<file path="config.mk">
export PLATFORM = sky130hd
export DESIGN_NAME = sequence_verifier
export DESIGN_NICKNAME = d
export VERILOG_FILES = /design/src/rtl/sequence_verifier.sv
export SDC_FILE = /design/constraint.sdc
export NUM_CORES = 1
export LEC_CHECK = 0
export ABC_CLOCK_PERIOD_IN_PS = 4330
export BUFFER_PORTS_ARGS = -buffer_cell sky130_fd_sc_hd__buf_2
export CORE_MARGIN = 2
export CORE_UTILIZATION = 25
export CTS_BUF_LIST = sky130_fd_sc_hd__clkbuf_4
export DETAILED_ROUTE_END_ITERATION = 8
export PLACE_DENSITY_LB_ADDON = 0.2
export SLEW_MARGIN = 5
export SYNTH_ARGS = -nofsm -noshare
export SYNTH_HDL_FRONTEND = slang
export SYNTH_SLANG_ARGS = --single-unit
</file>
<file path="constraint.sdc">
create_clock -name clk -period 4.33 [get_ports clk]
set_clock_uncertainty 0.2 [all_clocks]
set_input_delay 0.866 -clock clk [delete_from_list [all_inputs] [get_ports clk]]
set_output_delay 0.866 -clock clk [all_outputs]
set_load 0.02 [all_outputs]
</file>
<file path="src/rtl/sequence_verifier.sv">
// sequence_verifier: Simon-style pattern checker driving pass/fail holds and hand-back codes to the game controller
module sequence_verifier #(
  parameter int MAX_LEN     = 8,
  parameter int HOLD_CYCLES = 50_000_000
) (
  input  logic                   clk,
  input  logic                   rst,
  input  logic [7:0]             s_current,
  input  logic [3:0]             btn,
  input  logic [2*MAX_LEN-1:0]   pattern,
  output logic [1:0]             s_results,
  output logic [3:0]             round,
  output logic [3:0]             progress
);
  localparam int CW = $clog2(HOLD_CYCLES + 1);
  typedef enum logic [2:0] {IDLE, ENTRY, PASS_HOLD, PASS_DONE, FAIL_HOLD, FAIL_DONE} state_t;
  state_t state;
  logic [CW-1:0] cnt;
  logic valid, hit, last, hold_end;
  logic [1:0] sym, want;
  always_comb begin
    valid = btn != 4'd0 && (btn & (btn - 4'd1)) == 4'd0;
    sym = btn[3] ? 2'd3 : btn[2] ? 2'd2 : btn[1] ? 2'd1 : 2'd0;
    want = 2'(pattern >> {progress, 1'b0});
    hit = valid && sym == want;
    last = progress == round;
    hold_end = cnt == CW'(HOLD_CYCLES - 1);
  end
  always_ff @(posedge clk) begin
    if (!rst) begin
      state <= IDLE;
      s_results <= 2'b00;
      round <= 4'd0;
      progress <= 4'd0;
      cnt <= '0;
    end else begin
      case (state)
        IDLE: if (s_current == 8'h10) state <= ENTRY;
        ENTRY: begin
          if (s_current == 8'h30 || (valid && !hit)) begin
            state <= FAIL_HOLD;
            s_results <= 2'b10;
            cnt <= '0;
          end else if (hit && last) begin
            state <= PASS_HOLD;
            s_results <= 2'b01;
            cnt <= '0;
          end else if (hit) progress <= progress + 4'd1;
        end
        PASS_HOLD: begin
          if (hold_end) begin
            state <= PASS_DONE;
            s_results <= 2'b11;
          end else cnt <= cnt + 1'b1;
        end
        PASS_DONE: begin
          if (s_current == 8'h10) begin
            state <= ENTRY;
            s_results <= 2'b00;
            progress <= 4'd0;
            round <= round == 4'(MAX_LEN - 1) ? 4'd0 : round + 4'd1;
          end
        end
        FAIL_HOLD: begin
          if (hold_end) begin
            state <= FAIL_DONE;
            s_results <= 2'b11;
          end else cnt <= cnt + 1'b1;
        end
        FAIL_DONE: begin
          if (s_current == 8'h00) begin
            state <= IDLE;
            s_results <= 2'b00;
            round <= 4'd0;
            progress <= 4'd0;
          end
        end
        default: state <= IDLE;
      endcase
    end
  end
endmodule

</file>
=== Word-level counts from Yosys, hierarchy flattened ===
Cells that the tools add are included.

* Bits in registers: 39
* Output and inout bits: 10
* Word-level logic and storage cells: 83

* Add/subtract/negate cells: 4
* Bitwise logic cells: 1
* Shift operators: 1
* Reduce and logical (&&, ||, !) cells: 21
* Eq/ne operators: 22
* Mux-type cells: 29

{| class="wikitable"
|+ Operator list
! operator !! count
|-
| 26-bit 2-to-1 mux || 3
|-
| 26-bit one-hot mux with 2 select lines || 1
|-
| 4-bit 2-to-1 mux || 7
|-
| 26-bit by 1-bit adder with 26-bit output, second input constant || 1
|-
| 26-bit equality test, second input constant || 1
|-
| 3-bit 2-to-1 mux || 6
|-
| 2-bit != test, second input constant || 8
|-
| 16-bit by 5-bit right shift with 2-bit output || 1
|-
| 3-bit one-hot mux with 5 select lines || 1
|-
| 2-bit 2-to-1 mux || 7
|-
| 4-bit one-hot mux with 3 select lines || 1
|-
| 5-bit AND reduction || 2
|-
| 4-bit by 1-bit adder with 4-bit output, second input constant || 2
|-
| 8-bit by 5-bit equality test with 1-bit output, second input constant || 1
|-
| 8-bit by 6-bit equality test with 1-bit output, second input constant || 1
|-
| 8-bit zero test || 1
|-
| 2-bit one-hot mux with 4 select lines || 1
|-
| 4-bit one-hot mux with 2 select lines || 1
|-
| 4-bit nonzero test || 2
|-
| 3-bit by 2-bit equality test with 1-bit output, second input constant || 2
|-
| 3-bit equality test, second input constant || 2
|-
| 3-bit AND reduction || 2
|-
| 6-bit AND reduction || 1
|-
| 4-bit bitwise AND || 1
|-
| 16 further kinds || 22
|}

=== Logic depth before layout (Yosys ltp) ===
Gate-level depths: netlist (run 1).

* Word-level depth: 10
* Mapped depth: 11
* Gate-level depth less buffers: 8

=== Worst setup path after synthesis (run 1) ===
OpenSTA, ideal clock, no wires.

* Kind: input -> register
* From: input port btn[3]
* To: register cnt[17]
* Stages on the path: 9
* Slack: 1.014 ns
* Path buffers: 2
* Setup time: 0.070 ns
* Arrival: 3.046 ns
* Path through: clkbuf_2 > or4b_2 > o311a_2 > and2_1 > nor4_4 > o21ai_2 > buf_6 > or4_1 > a21oi_1

* Longest elaborated chain between the ends: 10

{| class="wikitable"
|+ RTL lines
! what !! RTL line !! source
|-
| start, declared || 9 || <nowiki>input logic [3:0] btn,</nowiki>
|-
| 4-bit by 1-bit subtractor with 4-bit output || 22 || <nowiki>valid = btn != 4'd0 && (btn & (btn - 4'd1)) == 4'd0;</nowiki>
|-
| 4-bit bitwise AND || 22 ||
|-
| 4-bit zero test || 22 ||
|-
| 1-bit logical AND || 22 ||
|-
| 1-bit logical AND || 25 || <nowiki>hit = valid && sym == want;</nowiki>
|-
| 1-bit zero test || 40 || <nowiki>if (s_current == 8'h30 || (valid && !hit)) begin</nowiki>
|-
| 1-bit logical AND || 40 ||
|-
| 1-bit logical OR || 40 ||
|-
| 3-bit != test (no line) / 26-bit 2-to-1 mux (equally long branches) || n/a ||
|-
| 3-bit AND reduction (no line) / 26-bit one-hot mux with 2 select lines (equally long branches) || n/a ||
|-
| end signal, assigned || 54 || <nowiki>end else cnt <= cnt + 1'b1;</nowiki>
|-
| end signal, assigned || 68 || <nowiki>end else cnt <= cnt + 1'b1;</nowiki>
|-
| end, declared || 18 || <nowiki>logic [CW-1:0] cnt;</nowiki>
|}

Several ways; a longest one is shown, not always the timed one.
A chain may end at the register's enable or synchronous reset.

=== Worst setup path in the final report (run 1) ===
* From: register progress[0]
* To: register state[0]

* Longest elaborated chain between the ends: 8

{| class="wikitable"
|+ RTL lines
! what !! RTL line !! source
|-
| start, declared || 13 || <nowiki>output logic [3:0] progress</nowiki>
|-
| start signal, assigned || 48 || <nowiki>end else if (hit) progress <= progress + 4'd1;</nowiki>
|-
| 16-bit by 5-bit right shift with 2-bit output || 24 || <nowiki>want = 2'(pattern >> {progress, 1'b0});</nowiki>
|-
| 2-bit equality test || 25 ||
|-
| 1-bit logical AND || 25 ||
|-
| 1-bit zero test || 40 ||
|-
| 1-bit logical AND || 40 ||
|-
| 1-bit logical OR || 40 ||
|-
| 3-bit != test (no line) / 3-bit 2-to-1 mux (equally long branches) || n/a ||
|-
| 5-bit AND reduction (no line) / 3-bit one-hot mux with 5 select lines (equally long branches) || n/a ||
|-
| end signal, assigned || 38 || <nowiki>IDLE: if (s_current == 8'h10) state <= ENTRY;</nowiki>
|-
| end signal, assigned || 41 || <nowiki>state <= FAIL_HOLD;</nowiki>
|-
| end signal, assigned || 45 || <nowiki>state <= PASS_HOLD;</nowiki>
|-
| end, declared || 17 || <nowiki>state_t state;</nowiki>
|}

Several ways; a longest one is shown, not always the timed one.

==> results of run 1 <==
==> worst max path at each step <==
stage | start | cells past startpoint | slack, ns | endpoint
floorplan | btn[3] | 9 | 1.01 | cnt[17]$_SDFFE_PN0P_
detailed placement | btn[3] | 8 | 0.72 | s_results[0]$_SDFFE_PN0P_
CTS | progress[0]$_SDFFE_PN0P_ | 8 | 0.99 | s_results[0]$_SDFFE_PN0P_
finish | progress[0]$_SDFFE_PN0P_ | 8 | 1.02 | state[0]$_SDFFE_PN0P_
global route | progress[0]$_SDFFE_PN0P_ | 8 | 0.70 | state[0]$_SDFFE_PN0P_
global placement | btn[3] | 8 | 0.77 | s_results[0]$_SDFFE_PN0P_
==> per-layer routing <==
metal	GRT usage [%]	wire (µm)	up-vias
li1	-	-	1239
met1	15.2	3000	1086
met2	19.3	2890	64
met3	2.88	321	14
met4	4.83	146	0
met5	0	0	-
==> power by group through the flow <==
stage	logic, W	clock network (W)	registers [W]
after floorplan	0.000183	0	0.000397
after global placement	0.000234	0	0.000413
after global routing	0.000261	0.000214	0.000411
final	0.000233	0.000190	0.000405
after detailed placement	0.000233	0	0.000413
after CTS	0.000234	0.000199	0.000404
==> synthesized netlist by cell type (2+ instances only) <==
cell type / instances / share of area, %
a21boi_0: 2 / 0.60
a21oi_1: 35 / 7.0
a32oi_1: 3 / 1.1
and2_1: 6 / 1.5
and3_1: 6 / 1.5
and4_1: 2 / 0.70
buf_2: 5 / 1.0
buf_6: 2 / 0.90
clkbuf_1: 10 / 1.5
dfxtp_1: 39 / 31
ha_1: 3 / 1.5
inv_1: 5 / 0.75
mux2i_1: 7 / 2.8
nand2_1: 20 / 3.0
nand2b_1: 3 / 0.75
nand3_1: 19 / 3.8
nand3b_1: 2 / 0.60
nand4_1: 11 / 2.8
nor2_1: 29 / 4.4
nor2b_1: 2 / 0.50
nor3_1: 6 / 1.2
nor4_1: 2 / 0.50
nor4b_1: 3 / 1.1
o21ai_0: 16 / 3.2
o311ai_0: 2 / 0.70
o31a_1: 2 / 0.70
o31ai_1: 7 / 2.1
o41ai_1: 4 / 1.4
or3_1: 12 / 3.0
or4_1: 9 / 2.7
or4b_2: 2 / 0.80
xnor2_1: 12 / 4.2
xor2_1: 5 / 1.8
==> critical path, delay by kind of cell, from the launching register on <==
kind / cells / cell delay, ns
compound gates: 1 / 0.27
flops: 1 / 0.67
mux: 1 / 0.58
simple gates: 6 / 1.51
==> state kept, by name (all words and copies together), names as in the netlist <==
| signal | cells |
|---|---|
| cnt | 26 |
| progress | 4 |
| round | 4 |
| state | 3 |
| s_results | 2 |
==> through the flow <==
stage	utilization, %	setup WS [ns]	instance area (µm²)
2_1_floorplan	-	1.01	2500
3_3_place_gp	28.6	0.768	2780
3_5_place_dp	28.6	0.718	2780
4_1_cts	29.2	0.985	2840
5_1_grt	29.2	0.704	2840
6_report	29.2	1.02	2840
==> cell families after synthesis <==
group / count (synthesis) / share of synthesized area [%]
adders and majority gates: 3 / 1.50
buffers and inverters: 23 / 4.36
DFF: 39 / 31.3
and+or+nand+nor: 141 / 32.2
muxes: 8 / 3.71
AOI/OAI and AO/OA: 83 / 21.0
xor gates and xnor gates: 17 / 5.96
==> final cells by class <==
cell class / instances / area [µm²] / area share, %
Tap cell: 133 / 166 / 5.87
Inverter: 5 / 18.8 / 0.662
Clock buffer: 5 / 37.5 / 1.32
Sequential cell: 39 / 781 / 27.5
Clock inverter: 3 / 15.0 / 0.529
Timing Repair Buffer: 41 / 210 / 7.41
Multi-Input combinational cell: 252 / 1610 / 56.7
==> results.toml, run 1 <==
[final_layout]
layout_common_cells = "39 x dfxtp_1, 39 x buf_2, 35 x a21oi_1"
fin_cells = 478
drive_gt1_share_pct = 17.7
area_growth_pct = 13.6
nets = 377
nFillCells = 1087
diodes = 0

[logic_synthesis]
syn_nets = 347
ys.flop_type = "dfxtp_1"
netlist_instances = 314
synthArstFlopShare_pct = 0
ys_ff_latch = 39
yosysSeqAreaShare_pct = 31.3
syn_area_mm2 = 0.00250
ys_types = 54
avgSynthCellArea_um2 = 7.95
synth_warnings = 0
synth_edf_count = 0

[route]
detail-route-antenna-nets = 0
drtIter0Drc = 103
vias_per_cell = 5.03
drcViolationCount = 0
wl_per_cell_um = 13.3
wirelength_mm = 6.36
firstDrtPassIters = 4
vias = 2403

[pwr]
swShare_pct = 35.4
power_density_mw_per_mm2 = 292
p_clk_share_pct = 22.9
pwr-share-seq_pct = 48.9
ir_drop_mv = 0.103
power_frac_comb_pct = 28.1
p_leak_nw = 0.978
p_total_w = 0.000828
p_int_w = 0.000535
p_sw_w = 0.000293

[cts]
postCtsHoldBufs = 0
cts_sinks = 39
cts_root_buf = "clkbuf_4"
htreeDepth = 2
cts_resized = 0
clk_latency_ns = 0.36
clkTransAtPathRegs_ns = 0.13
cts.path.max_buffers = 2
cts_buffers = 5
postCtsSetupBuffers = 0
cts_tree = "yes"

[timing]
fmax_ghz = 0.302
fin_hold_ws_ns = 0.254
finalCritPeriodShare_pct = 76.5
slew_viol_final = 0
tns_ns = 0
hold_violations = 0
worst_pin_slew_ns = 0.812
fin_crit_ns = 3.31
rsz0062_at_grt = "no"
slew-limit-headroom_pct = 45.7
setup_viol = 0

[min_path]
hold_path_end = "s_results[0]$_SDFFE_PN0P_"
hold_depth = 2
min_path_type = "reg -> reg"
hold_start = "s_results[0]$_SDFFE_PN0P_"

[outcome]
status = "finished, final reports clean"

[critical_path]
cpPeakStageDelay_ns = 0.67
r2r-end = "state[0]$_SDFFE_PN0P_"
critPathMaxFanout = 15
regToRegStartpoint = "progress[0]$_SDFFE_PN0P_"
cp.required_ns = 4.41
crit_top_cell = "nor2_1"
ff2ff_setup_slack_ns = 1.02
worstSetupPathType = "reg -> reg"
crit_chain = "mux4_2 > nor2b_2 > nor3_1 > nor4b_4 > nor4_4 > nor2_1 > nor2_1 > a211oi_1"
cp.arrival_ns = 3.39
slowest_stage = "dfxtp_1"
reg2regPathDepth = 8
endpoint_kind = "flip-flop"
worstSetupStartpointType = "flip-flop"

[floorplan]
initial_core_util_pct = 25.7
core_mm2 = 0.00973
dieArea_mm2 = 0.0108
row_count = 36
io_pins = 40
die_w_um = 104
fp.dieH_um = 104

[global_route]
grt_max_degree = 27
overflow = 0
grt_pass1_wl_mm = 10.8
gr-usage-all-layers_pct = 11.9
antenna_found_initial = 0
grt_pass1_vias = 2269

[flow_run]
drv_cap = 0

[placement]
routabilityCongestion = 0.762
port-buffer-count = 39
place_hpwl_mm = 4.62
dp.cells = 470
Note: power is estimated with default switching activity, not from simulation.
==> inputs of run 2 (changes only) <==
ABC_AREA = 1   (was not set)
ABC_CLOCK_PERIOD_IN_PS = 2680   (was 4330)
clock period = 2.68 ns   (was 4.33 ns; I/O delays follow)
==> run 2 against run 1 <==
  * Wire length rose by 28%
  * Hold slack better by 0.018 ns
  * Power is 120% higher
  * Critical path depth increased by 6
  * Register-to-register slack got worse by 0.67 ns
==> results.toml, run 2 <==
[critical_path]
worstSetupPathType = "reg -> reg"
endpoint_kind = "flip-flop"
cp.required_ns = 2.77
critPathMaxFanout = 16
cp.arrival_ns = 2.42
worstSetupStartpointType = "flip-flop"
ff2ff_setup_slack_ns = 0.35

[route]
vias = 3040
detail-route-antenna-nets = 0
wl_per_cell_um = 12.1
drcViolationCount = 0
wirelength_mm = 8.11
vias_per_cell = 4.53
firstDrtPassIters = 4
drtIter0Drc = 149

[final_layout]
nFillCells = 1338
nets = 558
regArea_um2 = 781
top_regs = "cnt x26, progress x4, round x4"
area_growth_pct = 14.1
multi_input_area_mm2 = 0.00194
largest_reg_flops = 26
layout_common_cells = "114 x nand2_1, 64 x nor2_1, 57 x nand3_1"
top_register = "cnt"
drive_gt1_share_pct = 23.1
fin_area_mm2 = 0.00346
diodes = 0
utilization_pct = 29.1
layout_commonest_cell = "nand2_1"

[timing]
hold_violations = 0
fmax_ghz = 0.429
setup_viol = 0
fin_crit_ns = 2.33
tns_ns = 0
rsz0062_at_grt = "no"
slew_viol_final = 0
worst_pin_slew_ns = 0.533
finalCritPeriodShare_pct = 86.9
slew-limit-headroom_pct = 64.2

[logic_synthesis]
synth_area_leader_cell = "dfxtp_1"
synth_warnings = 0
ys_ff_latch = 39
avgSynthCellArea_um2 = 6.31
synth_edf_count = 0
yosysSeqAreaShare_pct = 25.7
ys.flop_type = "dfxtp_1"
synthArstFlopShare_pct = 0
synth_top_area_share_pct = 25.7
netlist_instances = 481
synth_area_leaders = "dfxtp_1 26%, nand2_1 14%, nand3_1 9.4%"
syn_area_mm2 = 0.00303
synth_most_common_cell = "nand2_1"
netlist_top_cells_count = "114 x nand2_1, 64 x nor2_1, 57 x nand3_1, 51 x inv_1, 39 x dfxtp_1"
syn_nets = 514
ys_types = 32

[outcome]
status = "finished, final reports clean"

[pwr]
p_leak_nw = 1.43
p_total_w = 0.00179
ir_drop_mv = 0.314
power_density_mw_per_mm2 = 518

[cts]
postCtsHoldBufs = 0
cts_resized = 0
htreeDepth = 2
cts.path.max_buffers = 2
postCtsSetupBuffers = 0
cts_sinks = 39
clkTransAtPathRegs_ns = 0.12
cts_tree = "yes"
clk_latency_ns = 0.35
cts_buffers = 5
cts_root_buf = "clkbuf_4"

[placement]
place_hpwl_mm = 6.10
port-buffer-count = 39
routabilityCongestion = 0.873
place_area_mm2 = 0.00342

[floorplan]
row_count = 40
io_pins = 40
fp.dieH_um = 114
die_w_um = 114
initial_core_util_pct = 25.5
core_mm2 = 0.0119
dieArea_mm2 = 0.0130

[global_route]
overflow = 0
gr-usage-all-layers_pct = 13.1
grt_pass1_wl_mm = 14.1
antenna_found_initial = 0
grt_max_degree = 27
grt_pass1_vias = 2916

[min_path]
min_path_type = "in -> reg"

[flow_run]
drv_cap = 0
[run 2: cell count changes in the layout (fill, tap and decap cells not counted), moves of 8 or more]
cell	delta
nand2_1	+94
inv_1	+46
nand3_1	+38
nor2_1	+35
nand2_2	+26
a21oi_1	-20
a21oi_2	+20
or3_1	-12
buf_4	+10
xor2_1	+10
or4_1	-9
o21ai_0	-8
[run 2: final cells by class]
type	instances	share of cell area, %
multi-input combinational	372	56.1
sequential	39	22.6
timing repair buffer	52	8.82
inverter	55	5.96
tap	147	5.31
clock buffer	6	1.30
[run 2: critical path: stages, from the launching register on]
cell and delay [ns]:
dfxtp_1 0.49, buf_4 0.22, nand2_1 0.06, nand3_1 0.08, nand3_1 0.10, nand3_1 0.10, nand2_1 0.06, nand2_2 0.09
nand3_1 0.11, nand2_1 0.08, nand2_2 0.06, nand2_4 0.11, buf_4 0.24, nand3_1 0.12, a21oi_2 0.15
[run 2: per-layer routing]
layer | share of wire [%] | track usage [%]
met5 | 0 | 0
met2 | 46 | 21.9
met4 | 1.2 | 3.58
met3 | 2.9 | 1.69
met1 | 50 | 17.8
[run 2: logic make-up after synthesis]
logic type	Yosys count	share of synthesized area, %
AO/OA/AOI/OAI	50	11.7
AND/OR/NAND/NOR	297	44.7
XOR/XNOR	22	6.35
adder cells (fa/ha/maj)	3	1.24
flip-flops	39	25.7
buffers and inverters	70	10.3
[run 2: where the power goes]
part	internal, W	switching (W)
logic	0.000250	0.000579
clock network	0.000104	0.000199
registers	0.000617	0.0000428
[run 2: per-stage QoR]
step | std cells | worst slack [ns] | hold slack [ns]
after floorplan | 481 | 0.504 | 0.244
after global placement | 665 | 0.345 | 0.260
after detailed placement | 665 | 0.337 | 0.261
after CTS | 671 | 0.309 | 0.266
after global routing | 671 | 0.132 | 0.278
final | 671 | 0.351 | 0.272
[run 2: final timing paths]
path	startpoint	end	cells after the start
worst min register to register	cnt[25]$_SDFFE_PN0P_	cnt[25]$_SDFFE_PN0P_	2
worst max-delay path	progress[0]$_SDFFE_PN0P_	cnt[15]$_SDFFE_PN0P_	14
worst min-delay path	rst	s_results[1]$_SDFFE_PN0P_	3
worst max register to register	progress[0]$_SDFFE_PN0P_	cnt[15]$_SDFFE_PN0P_	14
==> inputs of run 3 (changes only) <==
RECOVER_POWER = 25   (was not set)
==> run 3 against run 2 <==
  * Clock power hardly changed
  * Global-route usage stayed put
  * Design area is 0.33% lower
  * Critical path depth stayed put
  * Worst setup slack worse by 0.010 ns
  * Hold slack better by 0.0011 ns
  * Wire length hardly changed
  * Via count is 0.20% lower
  * Non-clock buffer count stayed put
==> results.toml, run 3 (synthesized netlist as in run 2, its figures left out) <==
[global_route]
gr-usage-all-layers_pct = 13.1
grt_pass1_vias = 2916
antenna_found_initial = 0
overflow = 0
grt_pass1_wl_mm = 14.1
grt_max_degree = 27

[cts]
cts_buffers = 5
cts_sinks = 39
cts_tree = "yes"
clk_latency_ns = 0.35
postCtsSetupBuffers = 0
clkTransAtPathRegs_ns = 0.12
postCtsHoldBufs = 0
cts.path.max_buffers = 2
cts_resized = 0
cts_root_buf = "clkbuf_4"
htreeDepth = 2

[pwr]
ir_drop_mv = 0.314
p_leak_nw = 1.39
power_density_mw_per_mm2 = 519

[critical_path]
cp.arrival_ns = 2.43
worstSetupPathType = "reg -> reg"
endpoint_kind = "flip-flop"
cp.required_ns = 2.77
critPathMaxFanout = 16
worstSetupStartpointType = "flip-flop"

[route]
drtIter0Drc = 146
detail-route-antenna-nets = 0
drcViolationCount = 0
vias_per_cell = 4.52
wl_per_cell_um = 12.1
vias = 3034
firstDrtPassIters = 4
wirelength_mm = 8.11

[flow_run]
drv_cap = 0

[floorplan]
dieArea_mm2 = 0.0130
initial_core_util_pct = 25.5
fp.dieH_um = 114
core_mm2 = 0.0119
io_pins = 40
die_w_um = 114
row_count = 40

[timing]
tns_ns = 0
slew_viol_final = 0
rsz0062_at_grt = "no"
slew-limit-headroom_pct = 63.8
hold_violations = 0
setup_viol = 0
finalCritPeriodShare_pct = 87.3
fin_crit_ns = 2.34
worst_pin_slew_ns = 0.539
fmax_ghz = 0.427

[placement]
routabilityCongestion = 0.873
place_hpwl_mm = 6.10
port-buffer-count = 39

[final_layout]
utilization_pct = 29.0
area_growth_pct = 13.7
nets = 558
layout_common_cells = "114 x nand2_1, 64 x nor2_1, 57 x nand3_1"
drive_gt1_share_pct = 21.4
largest_reg_flops = 26
layout_commonest_cell = "nand2_1"
top_register = "cnt"
top_regs = "cnt x26, progress x4, round x4"
diodes = 0
nFillCells = 1341

[outcome]
status = "finished, final reports clean"

[min_path]
min_path_type = "in -> reg"
==> run 3: stage by stage <==
step	power (W)	hold slack, ns	worst slack (ns)	cells	area [µm²]
after floorplan	0.00136	0.244	0.504	481	3030
after global placement	0.00151	0.260	0.345	665	3420
after detailed placement	0.00152	0.261	0.337	665	3420
after CTS	0.00182	0.266	0.309	671	3460
after global routing	0.00196	0.278	0.132	671	3450
final	0.00179	0.273	0.341	671	3450
==> run 3: where the power goes <==
| group | switching (W) | total (W) | internal [W] |
|---|---|---|---|
| Clock | 0.000198 | 0.000302 | 0.000104 |
| Combinational | 0.000581 | 0.000828 | 0.000247 |
| Sequential | 0.0000433 | 0.000661 | 0.000617 |
==> run 3: area by class of cell <==
| type | instances | area [µm²] | share of cell area [%] |
|---|---|---|---|
| clock buffers | 6 | 45.0 | 1.31 |
| well taps | 147 | 184 | 5.33 |
| repair buffers | 52 | 294 | 8.52 |
| inverters | 55 | 206 | 5.98 |
| multi-input cells | 372 | 1940 | 56.2 |
| flip-flops and latches | 39 | 781 | 22.6 |
==> run 3: path summary, 6_finish.rpt <==
kind / from / endpoint / slack (ns) / depth (start not counted)
max reg2reg: progress[0]$_SDFFE_PN0P_ / cnt[15]$_SDFFE_PN0P_ / 0.34 / 14
min: rst / s_results[1]$_SDFFE_PN0P_ / 0.27 / 3
max: progress[0]$_SDFFE_PN0P_ / cnt[15]$_SDFFE_PN0P_ / 0.34 / 14
min reg2reg: cnt[25]$_SDFFE_PN0P_ / cnt[25]$_SDFFE_PN0P_ / 0.28 / 2
==> run 3: layer usage <==
metal	vias to the layer above	part of all wire, %	GRT usage (%)
met5	-	0	0
met4	0	1.1	3.58
met3	7	3.3	1.69
met2	66	46	21.9
met1	1330	50	17.8
li1	1631	-	-
==> run 3: worst max-delay path: stages (launching register included) <==
cell	delay, ns
dfxtp_1	0.50
buf_4	0.23
nand2_1	0.06
nand3_1	0.08
nand3_1	0.10
nand3_1	0.10
nand2_1	0.06
nand2_2	0.09
nand3_1	0.11
nand2_1	0.08
nand2_2	0.06
nand2_4	0.10
buf_4	0.24
nand3_1	0.12
a21oi_2	0.15
